`src/rtl/serial_add_sub_ctrl_pkg.sv`:
```
// -----------------------------------------------------------------------------
// serial_add_sub_ctrl_pkg
// Shared definitions for the bit-serial adder/subtractor and its bench:
//   state_e  - controller state encoding (IDLE, RUN, DONE)
//   OP_ADD / OP_SUB - operation select encodings
//   mux2()   - the 2:1 mux primitive the 1-bit datapath slice is built from
// -----------------------------------------------------------------------------
package serial_add_sub_ctrl_pkg;

  typedef enum logic [1:0] {
    IDLE = 2'd0,
    RUN  = 2'd1,
    DONE = 2'd2
  } state_e;

  localparam logic OP_ADD = 1'b0;
  localparam logic OP_SUB = 1'b1;

  // 2:1 mux primitive: returns d1 when sel is high, d0 otherwise.
  function automatic logic mux2(input logic sel, input logic d0, input logic d1);
    return sel ? d1 : d0;
  endfunction

endpackage : serial_add_sub_ctrl_pkg

```
`src/rtl/serial_add_sub_ctrl_fa_fs_slice.sv`:
```
// -----------------------------------------------------------------------------
// fa_fs_slice
// One-bit combinational full-adder / full-subtractor, built only from mux2.
//   x, y  - operand bits
//   cin   - carry-in (add) or borrow-in (subtract)
//   op    - OP_ADD computes x+y+cin, OP_SUB computes x-y-cin
//   r     - sum or difference bit
//   cout  - carry-out (add) or borrow-out (subtract)
// -----------------------------------------------------------------------------
module fa_fs_slice
  import serial_add_sub_ctrl_pkg::*;
(
  input  logic x,
  input  logic y,
  input  logic cin,
  input  logic op,
  output logic r,
  output logic cout
);

  logic w_p;
  logic w_add_cout;
  logic w_sub_bout;

  // Sum and difference bits are identical: x ^ y ^ cin.
  assign w_p = x ^ y;
  assign r   = mux2(cin, w_p, ~w_p);

  // Add: when x != y the incoming carry propagates, otherwise x (== y)
  // generates or kills it.
  assign w_add_cout = mux2(w_p, x, cin);

  // Subtract: when x == y the incoming borrow propagates, otherwise a borrow
  // is generated exactly when y is the 1 (x=0, y=1).
  assign w_sub_bout = mux2(w_p, cin, y);

  assign cout = mux2(op, w_add_cout, w_sub_bout);

endmodule : fa_fs_slice

```
`src/rtl/serial_add_sub_ctrl.sv`:
```
// -----------------------------------------------------------------------------
// serial_add_sub_ctrl
// Bit-serial add/subtract unit: one result bit per clock, LSB first, through a
// single fa_fs_slice. An operation takes WIDTH cycles in RUN plus one DONE
// cycle; a new start is only accepted in IDLE.
//   clk    - clock, all state updates on the rising edge
//   rst    - synchronous active-high reset
//   start  - request an operation (sampled in IDLE only)
//   op     - OP_ADD (a+b) or OP_SUB (a-b), sampled with start
//   a, b   - WIDTH-bit operands, sampled with start
//   busy   - high exactly while in RUN
//   done   - one-cycle pulse when result/cy/ovf become valid
//   result - sum or difference, held until the next accepted start
//   cy     - carry-out (add) / borrow-out (subtract) of the MSB
//   ovf    - two's-complement signed overflow
// -----------------------------------------------------------------------------
module serial_add_sub_ctrl
  import serial_add_sub_ctrl_pkg::*;
#(
  parameter int WIDTH = 8
) (
  input  logic             clk,
  input  logic             rst,
  input  logic             start,
  input  logic             op,
  input  logic [WIDTH-1:0] a,
  input  logic [WIDTH-1:0] b,
  output logic             busy,
  output logic             done,
  output logic [WIDTH-1:0] result,
  output logic             cy,
  output logic             ovf
);

  localparam int            CW       = $clog2(WIDTH);
  localparam logic [CW-1:0] CNT_LAST = CW'(WIDTH - 1);

  state_e           r_state;
  logic [WIDTH-1:0] r_a;
  logic [WIDTH-1:0] r_b;
  logic             r_op;
  logic             r_cb;
  logic [CW-1:0]    r_cnt;
  logic [WIDTH-1:0] r_result;
  logic             r_cy;
  logic             r_ovf;
  logic             r_busy;
  logic             r_done;

  logic             w_r;
  logic             w_cout;

  fa_fs_slice u_slice (
    .x    (r_a[0]),
    .y    (r_b[0]),
    .cin  (r_cb),
    .op   (r_op),
    .r    (w_r),
    .cout (w_cout)
  );

  // NOTE: every register here is state updated on the clock edge, so all
  // assignments are non-blocking; blocking ones would let later statements
  // see this cycle's new values and break the shift/flag timing.
  always_ff @(posedge clk) begin
    if (rst) begin
      // NOTE: the operand shift registers are reset along with the control
      // state so nothing left over from an aborted operation is observable.
      r_state  <= IDLE;
      r_a      <= '0;
      r_b      <= '0;
      r_op     <= OP_ADD;
      r_cb     <= 1'b0;
      r_cnt    <= '0;
      r_result <= '0;
      r_cy     <= 1'b0;
      r_ovf    <= 1'b0;
      r_busy   <= 1'b0;
      r_done   <= 1'b0;
    end else begin
      case (r_state)
        IDLE: begin
          r_done <= 1'b0;
          if (start) begin
            r_a     <= a;
            r_b     <= b;
            r_op    <= op;
            r_cb    <= 1'b0;
            r_cnt   <= '0;
            r_busy  <= 1'b1;
            r_state <= RUN;
          end
        end

        RUN: begin
          // Slice output enters at the MSB; after WIDTH shifts bit 0 lands
          // at result[0].
          r_result <= {w_r, r_result[WIDTH-1:1]};
          r_a      <= r_a >> 1;
          r_b      <= r_b >> 1;
          r_cb     <= w_cout;
          r_cnt    <= r_cnt + CW'(1);
          if (r_cnt == CNT_LAST) begin
            // This cycle processes the MSB: r_cb is the carry/borrow into
            // it and w_cout the one out of it.
            r_cy    <= w_cout;
            r_ovf   <= r_cb ^ w_cout;
            r_busy  <= 1'b0;
            r_done  <= 1'b1;
            r_state <= DONE;
          end
        end

        DONE: begin
          r_done  <= 1'b0;
          r_state <= IDLE;
        end

        default: begin
          r_busy  <= 1'b0;
          r_done  <= 1'b0;
          r_state <= IDLE;
        end
      endcase
    end
  end

  assign busy   = r_busy;
  assign done   = r_done;
  assign result = r_result;
  assign cy     = r_cy;
  assign ovf    = r_ovf;

endmodule : serial_add_sub_ctrl
```
`config.mk`:
```
export PLATFORM = sky130hd
export DESIGN_NAME = serial_add_sub_ctrl
export DESIGN_NICKNAME = d
export VERILOG_FILES = /design/src/rtl/serial_add_sub_ctrl_pkg.sv /design/src/rtl/serial_add_sub_ctrl_fa_fs_slice.sv /design/src/rtl/serial_add_sub_ctrl.sv
export SDC_FILE = /design/constraint.sdc
export NUM_CORES = 1
export LEC_CHECK = 0
export BUFFER_PORTS_ARGS = -buffer_cell sky130_fd_sc_hd__buf_2
export CORE_MARGIN = 2
export CORE_UTILIZATION = 49
export DETAILED_ROUTE_END_ITERATION = 10
export PLACE_DENSITY = 0.73
export SLEW_MARGIN = 20
export SYNTH_ARGS = -nofsm -noshare
export SYNTH_HDL_FRONTEND = slang
export SYNTH_SLANG_ARGS = --single-unit
```
`constraint.sdc`:
```
create_clock -name clk -period 1.68 [get_ports clk]
set_clock_uncertainty 0.1 [all_clocks]
set_input_delay 0.084 -clock clk [delete_from_list [all_inputs] [get_ports clk]]
set_output_delay 0.084 -clock clk [all_outputs]
set_load 0.05 [all_outputs]
```
==> reports/qor.yml <==
status:
  status: "completed"
sta:
  fmax_mhz: 650
  worst_slack_ns: 0.140
  grt_setup_unrepaired: "false"
  setup_viol: 0
  slew_violations: 0
  hold_slack_ns: 0.0114
  max_slew_margin_pct: 58.1
  fin_crit_sh_pct: 91.6
  final_hold_viol_count: 0
  max_slew.worst_pin.slew_ns: 0.628
  finalSetupTns_ns: 0
  min_period_ns: 1.54
placement:
  pre_cts_ws_ns: 0.0795
  routabilityCongestion: 0.688
  dp_hpwl_um: 1980
  io_buffers: 31
  dp.cells: 218
pwr:
  swShare_pct: 25.0
  power_density_mw_per_mm2: 898
  p_leak_nw: 0.781
  p_int_mw: 1.21
  ir_drop_uv: 513
  switching_power_mw: 0.406
  p_seq_share_pct: 55.7
  power_frac_comb_pct: 13.1
  clockPowerShare_pct: 31.2
floorplan:
  initial_core_util_pct: 50.5
  die_h_um: 59.6
  ioPinCount: 32
  rows: 20
  coreArea_mm2: 0.00300
  die_area_mm2: 0.00355
  die_w_um: 59.6
routing:
  postRouteAntennaNets: 0
  detail_route.wl_per_cell_um: 12.4
  route.detailed.drc: 0
  firstDrtPassIters: 4
  vias: 1242
  wirelength_um: 2890
  drt_iter0_drc: 56
  via_per_inst: 5.33
worst_setup_path:
  critical_path_class: "flop to flop"
  slowest_stage: "and2b_1"
  cp_max_fo: 15
  arrival_ns: 1.68
  cp.required_ns: 1.82
  path_delay_family: "simple AND/OR/NAND/NOR gates"
  cpPeakStageDelay_ns: 0.51
  cp-end-kind: "flop"
  cp_num_buf_inv: 1
  cp_cell_sequence: "buf_4 -> and2b_1 -> a21oi_1 -> a311oi_1"
  start_kind: "flop"
yosys:
  yosysSeqAreaShare_pct: 46.2
  avgSynthCellArea_um2: 9.18
  synth_edf_count: 0
  async_flop_share_pct: 0
  syn-cell-area_mm2: 0.00152
  synth-main-ff-cell: "dfxtp_1"
  synth_nets: 187
  synth.distinct_cells: 29
  synthCells: 165
  synth-seq-cells: 35
  yosysWarnings: 0
layout:
  fin_util_pct: 60.0
  synthToLayoutAreaGrowth_pct: 19.0
  layout_common_cells: "35 x dfxtp_1, 31 x buf_2, 21 x nor2_1, 18 x mux2i_1, 17 x nand2_1"
  antenna-diode-count: 0
  final_common_cell: "dfxtp_1"
  nNetsFinal: 221
  finalNonFillerCells: 233
  drive_above_1_share_pct: 21.0
global_route:
  antenna_found_initial: 0
  globalRouteTotalUtil_pct: 18.2
  grt_pass1_wl_um: 4840
  grt_pass1_vias: 1142
  grt_overflow: 0
  grt_max_degree: 37
job:
  maxCapViolations: 0
cts:
  insertion_delay_ns: 0.32
  clk_pin_slew_worst_paths_ns: 0.10
  post_cts_buffers: 0
  tritoncts: "done"
  cts-root-buf: "clkbuf_4"
  clock_path_buffers: 2
  cts_sinks: 35
  htree_levels: 2
  cts_buffers: 5
min_path:
  hp-class: "primary input to flop"
metrics by stage:
step	area [um^2]	power, mW
2_1_floorplan	1520	1.07
3_3_place_gp	1660	1.11
3_5_place_dp	1660	1.12
4_1_cts	1790	1.64
5_1_grt	1800	1.72
6_report	1800	1.62
path summary, 6_finish.rpt:
kind                                   to  depth (start not counted)        from  slack [ns]
worst max-delay path                  ovf                          4  r_state[1]        0.14
worst min-delay path               r_b[3]                          3        b[3]        0.01
worst max register to register        ovf                          4  r_state[1]        0.14
worst min register to register  result[0]                          2   result[0]        0.36
synthesized netlist by cell type (3+ instances only):
library cell | n | area share, %
clkbuf_1 | 6 | 1.5
nand2b_1 | 3 | 1.2
buf_2 | 6 | 2.0
mux2i_1 | 18 | 12
a21oi_1 | 12 | 4.0
nand2_1 | 17 | 4.2
nand3b_1 | 3 | 1.5
nor2_1 | 21 | 5.2
nor3_1 | 3 | 0.99
dfxtp_1 | 35 | 46
a211oi_1 | 16 | 7.9
final cells by class:
type                            count  area, um^2
Clock buffer                        8        68.8
Fill cell                         259        1200
Inverter                            1        3.75
Multi-Input combinational cell    115         728
Sequential cell                    35         701
Tap cell                           33        41.3
Timing Repair Buffer               41         260
layer usage:
| layer | GRT usage [%] | vias to the layer above | part of all wire, % |
|---|---|---|---|
| li1 | - | 645 | - |
| met1 | 21.7 | 570 | 47 |
| met2 | 30.5 | 22 | 48 |
| met3 | 4.59 | 5 | 3.6 |
| met4 | 8.57 | 0 | 1.5 |
| met5 | 0 | - | 0 |
state kept, by name, indices dropped and copies added (netlist names):
signal / count
done: 1
r_cnt: 3
r_op: 1
ovf: 1
cy: 1
r_a: 8
result: 8
r_cb: 1
r_state: 2
busy: 1
r_b: 8
timing repair:
action / in CTS / in global routing
hold endpoints to repair: 6 / 1
setup endpoints to repair: 0 / 11
hold buffers: 6 / 1
gates resized for setup: 0 / 1
power groups by stage:
stage	combinational, mW	clock, mW	sequential (mW)
2_1_floorplan	0.145	0	0.925
3_3_place_gp	0.193	0	0.920
3_5_place_dp	0.201	0	0.921
4_1_cts	0.213	0.522	0.902
5_1_grt	0.237	0.569	0.908
6_report	0.212	0.506	0.902
worst reg2reg max path, stage by stage, from the launching register on:
cell	delay (ns)
dfxtp_1	0.32
buf_4	0.16
and2b_1	0.51
a21oi_1	0.13
a311oi_1	0.24
cells by family after synthesis:
logic type               Yosys count  synth area share [%]
AO/OA/AOI/OAI                     39                  17.1
XOR/XNOR                           2                  1.16
adder cells (fa/ha/maj)            2                  1.65
buffers and inverters             15                  5.78
flip-flops                        35                  46.2
multiplexers                      18                  11.9
AND/OR/NAND/NOR                   54                  16.2
(Power assumes the default switching activity.)
